## src/rtl/ltc_sar_seq_ctrl_pkg.sv

```systemverilog
// ltc_sar_pkg: shared FSM/mode types and table widths for the LTC233x SAR sequencer.
package ltc_sar_pkg;

   localparam int SEQ_DEPTH_DEF = 16;
   localparam int PTR_W         = $clog2(SEQ_DEPTH_DEF);
   localparam int LEN_W         = PTR_W + 1;

   typedef enum logic [2:0] {IDLE, CNV, BUSY_WAIT, SHIFT, DELAY} state_t;
   typedef enum logic {BURST = 1'b0, CONTINUOUS = 1'b1} mode_t;

endpackage

```

## src/rtl/ltc_sar_seq_ctrl_if.sv

```systemverilog
// ltc_sar_seq_ctrl_if: control, table-write and pin-side signals of the SAR sequencer.
interface ltc_sar_seq_ctrl_if #(
   parameter int CTRL_W  = 8,
   parameter int N_LANES = 2
);
   import ltc_sar_pkg::*;

   logic                  mode;
   logic                  start;
   logic [15:0]           n_reads;
   logic [31:0]           sample_period;
   logic [LEN_W-1:0]      seq_len;
   logic                  seq_wr_en;
   logic [PTR_W-1:0]      seq_wr_addr;
   logic [CTRL_W-1:0]     seq_wr_data;
   logic                  busy;
   logic                  cnv;
   logic                  sclk_en;
   logic [2*N_LANES-1:0]  sdi_ddr;
   logic                  frame_done;
   logic                  read_active;
   logic                  err_busy_timeout;

   modport master (
      output mode, start, n_reads, sample_period, seq_len,
             seq_wr_en, seq_wr_addr, seq_wr_data, busy,
      input  cnv, sclk_en, sdi_ddr, frame_done, read_active, err_busy_timeout
   );

   modport slave (
      input  mode, start, n_reads, sample_period, seq_len,
             seq_wr_en, seq_wr_addr, seq_wr_data, busy,
      output cnv, sclk_en, sdi_ddr, frame_done, read_active, err_busy_timeout
   );

endinterface

```

## src/rtl/ltc_sar_seq_ctrl_table.sv

```systemverilog
// ltc_seq_table: SEQ_DEPTH x CTRL_W sequence table, sync write / async read, never reset.
module ltc_seq_table
   import ltc_sar_pkg::*;
#(
   parameter int CTRL_W    = 8,
   parameter int SEQ_DEPTH = SEQ_DEPTH_DEF
) (
   input  logic              clk,
   input  logic              i_wr_en,
   input  logic [PTR_W-1:0]  i_wr_addr,
   input  logic [CTRL_W-1:0] i_wr_data,
   input  logic [PTR_W-1:0]  i_rd_addr,
   output logic [CTRL_W-1:0] o_rd_data
);

   logic [CTRL_W-1:0] r_mem [SEQ_DEPTH];

   always_ff @(posedge clk)
      if (i_wr_en) r_mem[i_wr_addr] <= i_wr_data;

   assign o_rd_data = r_mem[i_rd_addr];

endmodule

```

## src/rtl/ltc_sar_seq_ctrl.sv

```systemverilog
// ltc_sar_seq_ctrl: CNV -> conversion wait -> DDR shift of one table word per conversion.
// Optional busy-wait timeout enabled by defining LTC_SEQ_BUSY_TIMEOUT_EN.
module ltc_sar_seq_ctrl
   import ltc_sar_pkg::*;
#(
   parameter int CTRL_W       = 8,
   parameter int N_LANES      = 2,
   parameter int SEQ_DEPTH    = SEQ_DEPTH_DEF,
   parameter int BUSY_SIGNAL  = 0,
   parameter int BUSY_CYCLES  = 28,
   parameter int SCK_CYCLES   = 12,
   parameter int BUSY_TIMEOUT = 255
) (
   input  logic             clk,
   input  logic             local_aresetn,
   ltc_sar_seq_ctrl_if.slave bus
);

`ifdef LTC_SEQ_BUSY_TIMEOUT_EN
   localparam bit TOUT_EN = 1'b1;
`else
   localparam bit TOUT_EN = 1'b0;
`endif

   state_t             r_state, w_next;
   mode_t              r_mode;
   logic [31:0]        r_cnt, r_period;
   logic [15:0]        r_rem;
   logic [LEN_W-1:0]   r_len;
   logic [PTR_W-1:0]   r_ptr;
   logic [CTRL_W-1:0]  r_word, w_rd_data;
   logic               r_seen, r_frame_done, r_read_active, r_err;
   logic               w_conv_done, w_tout, w_adv, w_wrap, w_more;

   ltc_seq_table #(.CTRL_W(CTRL_W), .SEQ_DEPTH(SEQ_DEPTH)) u_table (
      .clk       (clk),
      .i_wr_en   (bus.seq_wr_en),
      .i_wr_addr (bus.seq_wr_addr),
      .i_wr_data (bus.seq_wr_data),
      .i_rd_addr (r_ptr),
      .o_rd_data (w_rd_data)
   );

   // Fixed wait is measured from the CNV cycle, so BUSY_WAIT itself lasts BUSY_CYCLES-1
   assign w_conv_done = (BUSY_SIGNAL != 0) ? (r_seen && !bus.busy)
                                           : (r_cnt + 32'd2 >= 32'(BUSY_CYCLES));
   assign w_tout      = TOUT_EN && (BUSY_SIGNAL != 0) && (r_cnt == 32'(BUSY_TIMEOUT));
   assign w_wrap      = {1'b0, r_ptr} == r_len - 1'b1;
   assign w_more      = (r_mode == CONTINUOUS) ? bus.mode : (r_rem != 16'd0);

   always_ff @(posedge clk or negedge local_aresetn)
      if (!local_aresetn) r_state <= IDLE;
      else                r_state <= w_next;

   always_comb begin
      w_next = r_state;
      w_adv  = 1'b0;
      case (r_state)
         IDLE:      if (bus.seq_len != '0 && (bus.mode || (bus.start && bus.n_reads != 16'd0)))
                       w_next = CNV;
         CNV:       w_next = BUSY_WAIT;
         BUSY_WAIT: if (w_conv_done) w_next = SHIFT;
                    else if (w_tout) begin
                       w_next = DELAY;
                       w_adv  = 1'b1;
                    end
         SHIFT:     if (r_cnt == 32'(SCK_CYCLES - 1)) begin
                       w_next = DELAY;
                       w_adv  = 1'b1;
                    end
         DELAY:     if (r_cnt == r_period) w_next = w_more ? CNV : IDLE;
         default:   w_next = IDLE;
      endcase
   end

   always_ff @(posedge clk or negedge local_aresetn)
      if (!local_aresetn) begin
         r_mode        <= BURST;
         r_cnt         <= '0;
         r_period      <= '0;
         r_rem         <= '0;
         r_len         <= '0;
         r_ptr         <= '0;
         r_word        <= '0;
         r_seen        <= 1'b0;
         r_frame_done  <= 1'b0;
         r_read_active <= 1'b0;
         r_err         <= 1'b0;
      end else begin
         r_cnt         <= (w_next != r_state || r_state == IDLE) ? '0 : r_cnt + 32'd1;
         r_seen        <= (r_state == BUSY_WAIT) && (r_seen || bus.busy);
         r_frame_done  <= w_adv && w_wrap;
         r_read_active <= (r_state != IDLE) || (r_rem != 16'd0);
         if (w_tout && r_state == BUSY_WAIT) r_err <= 1'b1;
         if (r_state == IDLE) begin
            r_len    <= bus.seq_len;
            r_period <= bus.sample_period;
            r_mode   <= mode_t'(bus.mode);
            if (w_next == CNV && !bus.mode) r_rem <= bus.n_reads;
         end
         if (r_state == BUSY_WAIT && w_next == SHIFT) r_word <= w_rd_data;
         else if (r_state == SHIFT)                    r_word <= r_word << 2;
         if (w_adv) begin
            r_ptr <= w_wrap ? '0 : r_ptr + 1'b1;
            if (r_mode == BURST) r_rem <= r_rem - 16'd1;
         end else if (r_state == DELAY && w_next == IDLE) begin
            r_ptr <= '0;
         end
      end

   assign bus.cnv              = r_state == CNV;
   assign bus.sclk_en          = r_state == SHIFT;
   assign bus.sdi_ddr          = (r_state == SHIFT && r_cnt < 32'(CTRL_W / 2))
                                 ? {N_LANES{r_word[CTRL_W-1 -: 2]}} : '0;
   assign bus.frame_done       = r_frame_done;
   assign bus.read_active      = r_read_active;
   assign bus.err_busy_timeout = r_err;

endmodule

```

## src/flat_wrapper.sv

```systemverilog
// flat-port wrapper written by rule: the top's interface ports become plain ports
module ltc_sar_seq_ctrl_flat import ltc_sar_pkg::*;
#(
   parameter int CTRL_W       = 8,
   parameter int N_LANES      = 2,
   parameter int SEQ_DEPTH    = SEQ_DEPTH_DEF,
   parameter int BUSY_SIGNAL  = 0,
   parameter int BUSY_CYCLES  = 28,
   parameter int SCK_CYCLES   = 12,
   parameter int BUSY_TIMEOUT = 255
)
  (clk, local_aresetn, bus_mode, bus_start, bus_n_reads, bus_sample_period, bus_seq_len, bus_seq_wr_en, bus_seq_wr_addr, bus_seq_wr_data, bus_busy, bus_cnv, bus_sclk_en, bus_sdi_ddr, bus_frame_done, bus_read_active, bus_err_busy_timeout);
  ltc_sar_seq_ctrl_if #(.CTRL_W(CTRL_W), .N_LANES(N_LANES)) bus_i ();
  input  logic clk;
  input  logic local_aresetn;
  input wire logic [$bits(bus_i.mode)-1:0] bus_mode;
  input wire logic [$bits(bus_i.start)-1:0] bus_start;
  input wire logic [$bits(bus_i.n_reads)-1:0] bus_n_reads;
  input wire logic [$bits(bus_i.sample_period)-1:0] bus_sample_period;
  input wire logic [$bits(bus_i.seq_len)-1:0] bus_seq_len;
  input wire logic [$bits(bus_i.seq_wr_en)-1:0] bus_seq_wr_en;
  input wire logic [$bits(bus_i.seq_wr_addr)-1:0] bus_seq_wr_addr;
  input wire logic [$bits(bus_i.seq_wr_data)-1:0] bus_seq_wr_data;
  input wire logic [$bits(bus_i.busy)-1:0] bus_busy;
  output wire logic [$bits(bus_i.cnv)-1:0] bus_cnv;
  output wire logic [$bits(bus_i.sclk_en)-1:0] bus_sclk_en;
  output wire logic [$bits(bus_i.sdi_ddr)-1:0] bus_sdi_ddr;
  output wire logic [$bits(bus_i.frame_done)-1:0] bus_frame_done;
  output wire logic [$bits(bus_i.read_active)-1:0] bus_read_active;
  output wire logic [$bits(bus_i.err_busy_timeout)-1:0] bus_err_busy_timeout;
  assign bus_i.mode = bus_mode;
  assign bus_i.start = bus_start;
  assign bus_i.n_reads = bus_n_reads;
  assign bus_i.sample_period = bus_sample_period;
  assign bus_i.seq_len = bus_seq_len;
  assign bus_i.seq_wr_en = bus_seq_wr_en;
  assign bus_i.seq_wr_addr = bus_seq_wr_addr;
  assign bus_i.seq_wr_data = bus_seq_wr_data;
  assign bus_i.busy = bus_busy;
  assign bus_cnv = bus_i.cnv;
  assign bus_sclk_en = bus_i.sclk_en;
  assign bus_sdi_ddr = bus_i.sdi_ddr;
  assign bus_frame_done = bus_i.frame_done;
  assign bus_read_active = bus_i.read_active;
  assign bus_err_busy_timeout = bus_i.err_busy_timeout;
  ltc_sar_seq_ctrl #(.CTRL_W(CTRL_W), .N_LANES(N_LANES), .SEQ_DEPTH(SEQ_DEPTH), .BUSY_SIGNAL(BUSY_SIGNAL), .BUSY_CYCLES(BUSY_CYCLES), .SCK_CYCLES(SCK_CYCLES), .BUSY_TIMEOUT(BUSY_TIMEOUT)) u_core (.clk(clk), .local_aresetn(local_aresetn), .bus(bus_i));
endmodule
```

## config.mk

```make
export PLATFORM = sky130hd
export DESIGN_NAME = ltc_sar_seq_ctrl_flat
export DESIGN_NICKNAME = d
export VERILOG_FILES = /design/src/rtl/ltc_sar_seq_ctrl_pkg.sv /design/src/rtl/ltc_sar_seq_ctrl_if.sv /design/src/rtl/ltc_sar_seq_ctrl_table.sv /design/src/rtl/ltc_sar_seq_ctrl.sv /design/src/flat_wrapper.sv
export SDC_FILE = /design/constraint.sdc
export NUM_CORES = 1
export LEC_CHECK = 0
export CAP_MARGIN = 20
export CORE_UTILIZATION = 50
export CTS_CLUSTER_DIAMETER = 100
export DETAILED_ROUTE_END_ITERATION = 12
export GPL_TIMING_DRIVEN = 1
export HOLD_SLACK_MARGIN = 0.02
export PLACE_DENSITY = 0.7
export SYNTH_ARGS = -nofsm -noshare
export SYNTH_HDL_FRONTEND = slang
export SYNTH_SLANG_ARGS = --single-unit
export TNS_END_PERCENT = 5
```

## constraint.sdc

```tcl
create_clock -name clk -period 3.45 [get_ports clk]
set_clock_uncertainty 0.05 [all_clocks]
set_input_delay 1.035 -clock clk [delete_from_list [all_inputs] [get_ports clk]]
set_output_delay 1.035 -clock clk [all_outputs]
set_load 0.05 [all_outputs]
```

==> results of run 1 <==
==> sequential cells by signal, summed over array words and instances, names as in the netlist <==
register	cells
u_core.u_table.r_mem	128
u_core.r_cnt	32
u_core.r_period	32
u_core.r_rem	16
u_core.r_word	8
u_core.r_len	5
u_core.r_ptr	4
u_core.r_state	3
u_core.bus.frame_done	1
u_core.bus.read_active	1
u_core.r_mode	1
==> placed cells by master (no fill, tap or decap), drive strengths merged, types with 3 or more instances in the layout <==
master / synthesis / final
ha: 6 / 6
clkbuf: 39 / 31
a211oi: 7 / 7
and3: 14 / 14
clkinv: 0 / 9
nor2: 52 / 52
or3: 7 / 7
nand4: 30 / 30
mux4: 40 / 40
nor3: 23 / 23
buf: 27 / 76
a21oi: 43 / 43
inv: 29 / 30
nand3b: 3 / 3
xor2: 20 / 20
a31o: 3 / 3
a22oi: 5 / 5
and2: 5 / 5
edfxtp: 128 / 128
clkdlybuf4s50: 0 / 70
and4: 6 / 6
mux2i: 3 / 3
nand2b: 8 / 8
nor4: 20 / 20
dfrtp: 103 / 103
nand3: 20 / 20
xnor2: 58 / 58
nor2b: 7 / 7
a31oi: 8 / 8
o211ai: 11 / 11
or3b: 3 / 3
or4: 4 / 4
o21ai: 27 / 27
a21boi: 4 / 4
o2111ai: 3 / 3
bufinv: 0 / 3
nand2: 147 / 147
a221o: 3 / 3
==> synth_stat cells, drive strengths merged, types with 2 or more instances <==
cell type / instances
nand3b: 3
a211o: 2
nand3: 20
o2111ai: 3
or3b: 3
nand2b: 8
edfxtp: 128
and4: 6
a221o: 3
o211ai: 11
clkbuf: 39
a22oi: 5
a211oi: 7
a311o: 2
a21oi: 43
a31o: 3
nor4: 20
mux4: 40
inv: 29
xor2: 20
dfrtp: 103
and3: 14
a41oi: 2
buf: 27
a311oi: 2
a31oi: 8
nor2b: 7
o21ai: 27
o31ai: 2
nor3: 23
nand2: 147
mux2i: 3
nor2: 52
and2: 5
xnor2: 58
ha: 6
a21boi: 4
or3: 7
nand4: 30
or4: 4
==> worst max-delay path, stage by stage (launching register included) <==
cell and delay (ns):
dfrtp_1 0.41, nor4_2 0.32, nand4_1 0.25, or4_4 0.52, nor2_4 0.12, buf_6 0.12
buf_12 0.13
==> final cells by class <==
cell class                 count  area, µm²
multi-input combinational    614       4370
tap                          280        350
sequential                   231       6420
fill                        1734       8360
clock buffer                  31        688
timing repair buffer         146       1350
inverter                      29        109
clock inverter                15        170
==> worst paths after layout <==
kind	startpoint	to	slack, ns	cells after the start
hold / removal	local_aresetn	u_core.r_cnt[13]	0.38	1
min in group clk	u_core.r_period[14]	u_core.r_period[14]	0.45	2
hold reg to reg	u_core.r_period[14]	u_core.r_period[14]	0.45	2
setup reg to reg	u_core.r_cnt[2]	u_core.r_cnt[1]	0.25	9
max in group asynchronous	local_aresetn	u_core.r_period[15]	2.22	2
setup / recovery	u_core.r_cnt[21]	bus_sdi_ddr[0]	-0.05	6
==> repair_timing <==
action,4_1_cts,5_1_grt
pin swaps,2,0
setup endpoints to repair,4,4
resized for setup,12,0
gates cloned,0,0
buffers inserted,2,0
==> routing by layer <==
| layer | vias up | global-route usage [%] |
|---|---|---|
| li1 | 3655 | - |
| met1 | 3854 | 30.0 |
| met2 | 220 | 40.1 |
| met3 | 50 | 3.34 |
| met4 | 0 | 7.30 |
| met5 | - | 0 |
==> through the flow <==
| stage | util [%] | hold WS [ns] | setup TNS [ns] | setup WS (ns) | std cells |
|---|---|---|---|---|---|
| 5_1_grt | 61.7 | 0.406 | -0.380 | -0.0969 | 1346 |
| 2_1_floorplan | - | 0.413 | -0.321 | -0.161 | 940 |
| 6_report | 61.7 | 0.384 | -0.184 | -0.0484 | 1346 |
| 3_5_place_dp | 57.4 | 0.438 | 0 | 0.0170 | 1298 |
| 4_1_cts | 61.7 | 0.386 | -0.312 | -0.0836 | 1346 |
| 3_3_place_gp | 57.4 | 0.428 | 0 | 0.0269 | 1298 |
==> power by group <==
| part | internal (mW) | leakage (nW) | switching, mW | total (mW) |
|---|---|---|---|---|
| logic | 0.0936 | 2.25 | 0.0892 | 0.183 |
| clock network | 1.65 | 0.420 | 1.10 | 2.75 |
| registers | 2.96 | 2.34 | 0.0116 | 2.97 |
==> cells by family (layout without fill, tap and decap cells) <==
logic type | Yosys count | after routing | share of synthesized area (%)
adder cells (fa/ha/maj) | 6 | 6 | 0.673
AND/OR/NAND/NOR | 354 | 354 | 15.9
multiplexers | 43 | 43 | 8.35
XOR/XNOR | 78 | 78 | 6.13
flip-flops | 231 | 231 | 57.6
buffers and inverters | 95 | 221 | 3.68
AO/OA/AOI/OAI | 132 | 132 | 7.60
other | 1 | 1 | 0.0336
==> summary.md, run 1 <==
| Metric | Value |
|---|---|
| Run status | `finished with violations` |
| Failing checks | `negative setup slack` |
| Post-DP HPWL | `18000 µm` |
| Number of placement rows | `54` |
| Area grow syn2layout | `20.8%` |
| CTS tree | `built` |
| Worst Path Required | `2.36 ns` |
| Fin area | `13500 µm²` |
| Met3 WL | `1360 µm` |
| Max IR drop VDD | `0.395 mV` |
| Initial antenna violation count | `0` |
| Num CTS Buffers | `25` |
| Cts hold-fix bufs | `0` |
| Metal2 WL | `about 13000 µm` |
| Asr flop ratio synth | `44.6%` |
| First-pass GRT wire length | `40400 µm` |
| Sequential cell area fraction in the yosys report | `57.6%` |
| Post-Syn Nets | `1017` |
| Mean Syn Cell Area | `~12 µm²` |
| Metal-1 WL | `10800 µm` |
| GPL Wtd Cong | `approximately 0.90` |
| Die area | `around 23000 µm²` |
| # setup viols final | `4` |
| Layout cells sized above 1 | `16.7%` |
| Detailed-route via count | `7779` |
| CP arrival | `roughly 2.4 ns` |
| EDFF count, synth | `about 130` |
| Crit path kind | `register to output pin` |
| Startpoint Class | `register` |
| Top post-synthesis cells by area | `edfxtp_1 34%, dfrtp_1 23%, mux4_2 8.1%` |
| Max-cap violation count | `0` |
| Yosys cell types | `65` |
| Unrepaired setup endpoints after global routing | `yes` |
| GRT Overall Usage | `between 20% and 30%` |
| Ports | `80` |
| H-tree levels | `1` |
| Clock Latency Late Sink | `0.54 ns` |
| Dominant synthesized flop cell | `edfxtp_1` |
| Mapped cell area | `11100 µm²` |
| Vias in the first global route | `7693` |
| Clock Pin Slew Worst Setup and Hold Paths | `0.06 ns` |
| Cell count after synthesis | `940` |
| N_diodes | `0` |
| Pwr/cell area | `438 nW/µm²` |
| Overall Power | `5.90 mW` |
| Die H | `between 150 and 200 µm` |
| DRC | `0` |
| Max_slew headroom | `between 30% and 40%` |
| Clock Tree Root | `clkbuf_16` |
| Worst hold path class | `input pin to async pin` |
| Largest net degree at the start of global routing | `74` |
| Gr ovfl total | `0` |
| Core area | `21800 µm²` |
| Final net count | `between 1000 and 1500` |
| Highest Clock Rate | `286 MHz` |
| Post-Route WL | `25900 µm` |
| Maximum clock path buffer count | `3` |
| Synth Warn # | `0` |
| Crit end category | `output pin` |
| Vias per Instance | `just under 6` |
| Uppermost routed layer | `met4` |
| DR pass1 iterations | `5` |
| Max Slew Vio Count | `0` |
| Period utilisation layout | `101%` |
| Port bufs | `77` |
| CTS Sinks | `231` |
| Post-route setup slack | `-0.0484 ns` |
| Synth area leader | `edfxtp_1` |
| Leak pwr | `5.01 nW` |
| Worst-margin pin slew | `0.953 ns` |
| Synth top area share | `approximately 34%` |
| FF+latch count, synth | `around 230` |
| Starting Density | `51.1%` |
| Post-DRT Antenna Nets | `0` |
| DRT iter0 DRCs | `394` |
| Final Hold Fails | `0` |
| Die X | `151 µm` |
| DP Area | `between 10000 and 15000 µm²` |
| Final min period | `3.50 ns` |
| Worst-path fanout max | `2` |
| DR WL/cell | `19.2 µm` |
Power figures use the tool's default switching activity.
==> inputs of run 2 (changes only) <==
--- a/config.mk
+++ b/config.mk
@@ -5,14 +5,14 @@
 export SDC_FILE = /design/constraint.sdc
 export NUM_CORES = 1
 export LEC_CHECK = 0
+export ABC_AREA = 0
 export CAP_MARGIN = 20
 export CORE_UTILIZATION = 50
 export CTS_CLUSTER_DIAMETER = 100
 export DETAILED_ROUTE_END_ITERATION = 12
+export DONT_BUFFER_PORTS = 1
 export GPL_TIMING_DRIVEN = 1
 export HOLD_SLACK_MARGIN = 0.02
-export PLACE_DENSITY = 0.7
 export SYNTH_ARGS = -nofsm -noshare
 export SYNTH_HDL_FRONTEND = slang
 export SYNTH_SLANG_ARGS = --single-unit
-export TNS_END_PERCENT = 5
==> run 2 against run 1 <==
Compared with the run above:
- the run still ends with negative setup slack left
- count of clock-buffer cells in the layout is 2 higher
- non-clock buffer count is 84 lower
- maximum frequency hardly changed
- first-iteration DRC count is 7.4% higher
- power is 3.1% lower
- highest routed layer unchanged
- die area stayed put
- worst hold slack worse by 0.24 ns
- final cell count is 6.2% lower
- sequential power hardly changed
- routed wire length is 1.4% higher
- register-to-register slack better by 0.04 ns
==> summary.md, run 2 (synthesis results as in run 1) <==
| Metric | Value |
|---|---|
| Crit path kind | `register to output pin` |
| Core Util, Final | `57.8% (-4.0 points)` |
| Die area | `22900 µm² (unchanged)` |
| Port bufs | `0 (-100%)` |
| Reg2reg setup slack | `0.29 ns (+0.04 ns)` |
| First-pass GRT wire length | `40900 µm (+1.3%)` |
| Period utilisation layout | `101% (about the same)` |
| Critical path buffer and inverter count | `1 (-1)` |
| CP arrival | `2.41 ns (about the same)` |
| Run status | `finished with violations` |
| Detailed-route via count | `7411 (-4.7%)` |
| Failing checks | `negative setup slack` |
| Final net count | `1041 (-7.4%)` |
| Metal-1 WL | `11000 µm (+1.7%)` |
| Num CTS Buffers | `26 (+4.0%)` |
| DRT iter0 DRCs | `423 (+7.4%)` |
| Reg with most FFs | `u_core.u_table.r_mem` |
| Final min period | `3.50 ns (-0.00274 ns)` |
| Max-cap violation count | `0 (unchanged)` |
| Slowest CP cell | `or4_4` |
| GPL Wtd Cong | `0.893 (-1.0%)` |
| Ports | `80 (unchanged)` |
| Starting Density | `51.1% (unchanged)` |
| Critical path, cell by cell | `nor4_2 > nand4_1 > or4_4 > nor2_4 > buf_12` |
| Crit end category | `output pin` |
| Overall Power | `5.72 mW (-3.1%)` |
| Vias in the first global route | `7549 (-1.9%)` |
| Post-Route WL | `26200 µm (+1.4%)` |
| Core area | `21800 µm² (unchanged)` |
| Post-route setup slack | `-0.0456 ns (+0.00274 ns)` |
| Leak pwr | `4.65 nW (-7.2%)` |
| Maximum clock path buffer count | `3 (unchanged)` |
| DRC | `0 (unchanged)` |
| Cts hold-fix bufs | `0 (unchanged)` |
| H-tree levels | `1 (unchanged)` |
| Clock Pin Slew Worst Setup and Hold Paths | `0.06 ns (about the same)` |
| Worst-path fanout max | `2 (unchanged)` |
| Highest Clock Rate | `286 MHz (about the same)` |
| Worst hold path class | `input pin to async pin` |
| Area grow syn2layout | `13.1%` |
| Max IR drop VDD | `0.565 mV (+43%)` |
| Worst-margin pin slew | `0.885 ns (-0.0678 ns)` |
| Largest net degree at the start of global routing | `104 (+41%)` |
| Number of placement rows | `54 (unchanged)` |
| Pwr/cell area | `454 nW/µm² (+3.6%)` |
| Met3 WL | `1090 µm (-20%)` |
| Worst R2R Path Depth | `8 (-1)` |
| N_diodes | `0 (unchanged)` |
| Uppermost routed layer | `met4` |
| Max FFs per register | `128 (unchanged)` |
| Die X | `151 µm (unchanged)` |
| Fin area | `12600 µm² (-6.4%)` |
| Placed cells | `1212 (-6.6%)` |
| DP Area | `11700 µm² (-6.9%)` |
| DR pass1 iterations | `4 (-1)` |
| CTS tree | `built` |
| Layout cells sized above 1 | `16.6% (-0.099 points)` |
| Unrepaired setup endpoints after global routing | `yes` |
| Final Hold Fails | `0 (unchanged)` |
| Startpoint Class | `register` |
| Crit Reg-Reg Endpoint | `u_core.r_state[0]` |
| Most common cell after layout, fill and taps aside | `nand2_1` |
| Max_slew headroom | `40.8% (+5.1 points)` |
| Vias per Instance | `5.87 (+1.6%)` |
| Metal2 WL | `13600 µm (+5.0%)` |
| Gr ovfl total | `0 (unchanged)` |
| FF-to-FF Start | `u_core.r_cnt[2]` |
| # setup viols final | `4 (unchanged)` |
| CTS Sinks | `231 (unchanged)` |
| Clock Latency Late Sink | `0.54 ns (about the same)` |
| Fin cells | `1262 (-6.2%)` |
| Initial antenna violation count | `0 (unchanged)` |
| Largest delay contributor family on the critical path | `simple AND/OR/NAND/NOR gates` |
| Clock Tree Root | `clkbuf_16` |
| GRT Overall Usage | `23.6% (+0.46 points)` |
| FILL cells | `1794 (+3.5%)` |
| Largest regs | `u_core.u_table.r_mem x128, u_core.r_cnt x32, u_core.r_period x32` |
| Max Slew Vio Count | `0 (unchanged)` |
| Most frequent cells in the layout | `147 x nand2_1, 128 x edfxtp_1, 101 x dfrtp_1` |
| DR WL/cell | `20.8 µm (+8.1%)` |
| Post-DP HPWL | `18600 µm (+3.5%)` |
| Post-DRT Antenna Nets | `0 (unchanged)` |
| Die H | `151 µm (unchanged)` |
| Worst Path Required | `2.36 ns (about the same)` |
| Max incr delay on CP | `0.51 ns (about the same)` |
run 2: cell types whose count changed in the layout (fill, tap and decap cells not counted), sizes merged:
cell / change
clkdlybuf4s50: -70
buf: -15
clkbuf: +3
bufinv: -1
clkinv: +1
clkinvlp: -1
inv: -1
run 2: through the flow:
step | worst slack, ns | hold slack [ns] | TNS [ns]
4_1_cts | -0.0606 | 0.111 | -0.239
3_3_place_gp | 0.123 | 0.434 | 0
6_report | -0.0456 | 0.146 | -0.177
2_1_floorplan | -0.161 | 0.413 | -0.321
5_1_grt | -0.105 | 0.113 | -0.418
3_5_place_dp | 0.0665 | 0.436 | 0
run 2: final cells by class:
| type | instances | area [µm²] | area share [%] |
|---|---|---|---|
| Clock buffer | 33 | 707 | 5.61 |
| Multi-Input combinational cell | 614 | 4380 | 34.8 |
| Inverter | 29 | 109 | 0.864 |
| Tap cell | 280 | 350 | 2.78 |
| Clock inverter | 13 | 143 | 1.13 |
| Sequential cell | 231 | 6420 | 51.0 |
| Timing Repair Buffer | 62 | 490 | 3.89 |
run 2: timing repair:
| item | in CTS | in global routing |
|---|---|---|
| pin swaps | 2 | 2 |
| resized for setup | 8 | 1 |
| endpoints found under the setup margin | 4 | 12 |
| buffers inserted | 2 | 1 |
| hold endpoints to repair | 0 | 0 |
run 2: metal layers:
metal	GRT usage, %	up-vias
met5	0	-
met4	6.10	0
met3	3.16	35
met2	42.4	172
met1	29.9	3716
li1	-	3488
run 2: how the worst max path moves through the flow:
stage                 startpoint         endpoint  cells after the start
2_1_floorplan  u_core.r_state[2]   bus_sdi_ddr[2]                      7
3_3_place_gp     u_core.r_cnt[4]   bus_sdi_ddr[2]                      5
3_5_place_dp      bus_n_reads[2]  u_core.r_rem[8]                      7
4_1_cts         u_core.r_cnt[16]   bus_sdi_ddr[3]                      5
5_1_grt         u_core.r_cnt[18]   bus_sdi_ddr[3]                      5
6_report        u_core.r_cnt[18]   bus_sdi_ddr[3]                      5
run 2: where the power goes:
group	leakage [nW]	switching (mW)	total [mW]	internal, mW
Sequential	2.34	0.0110	2.97	2.96
Combinational	1.89	0.0276	0.0485	0.0209
Clock	0.415	1.10	2.70	1.60
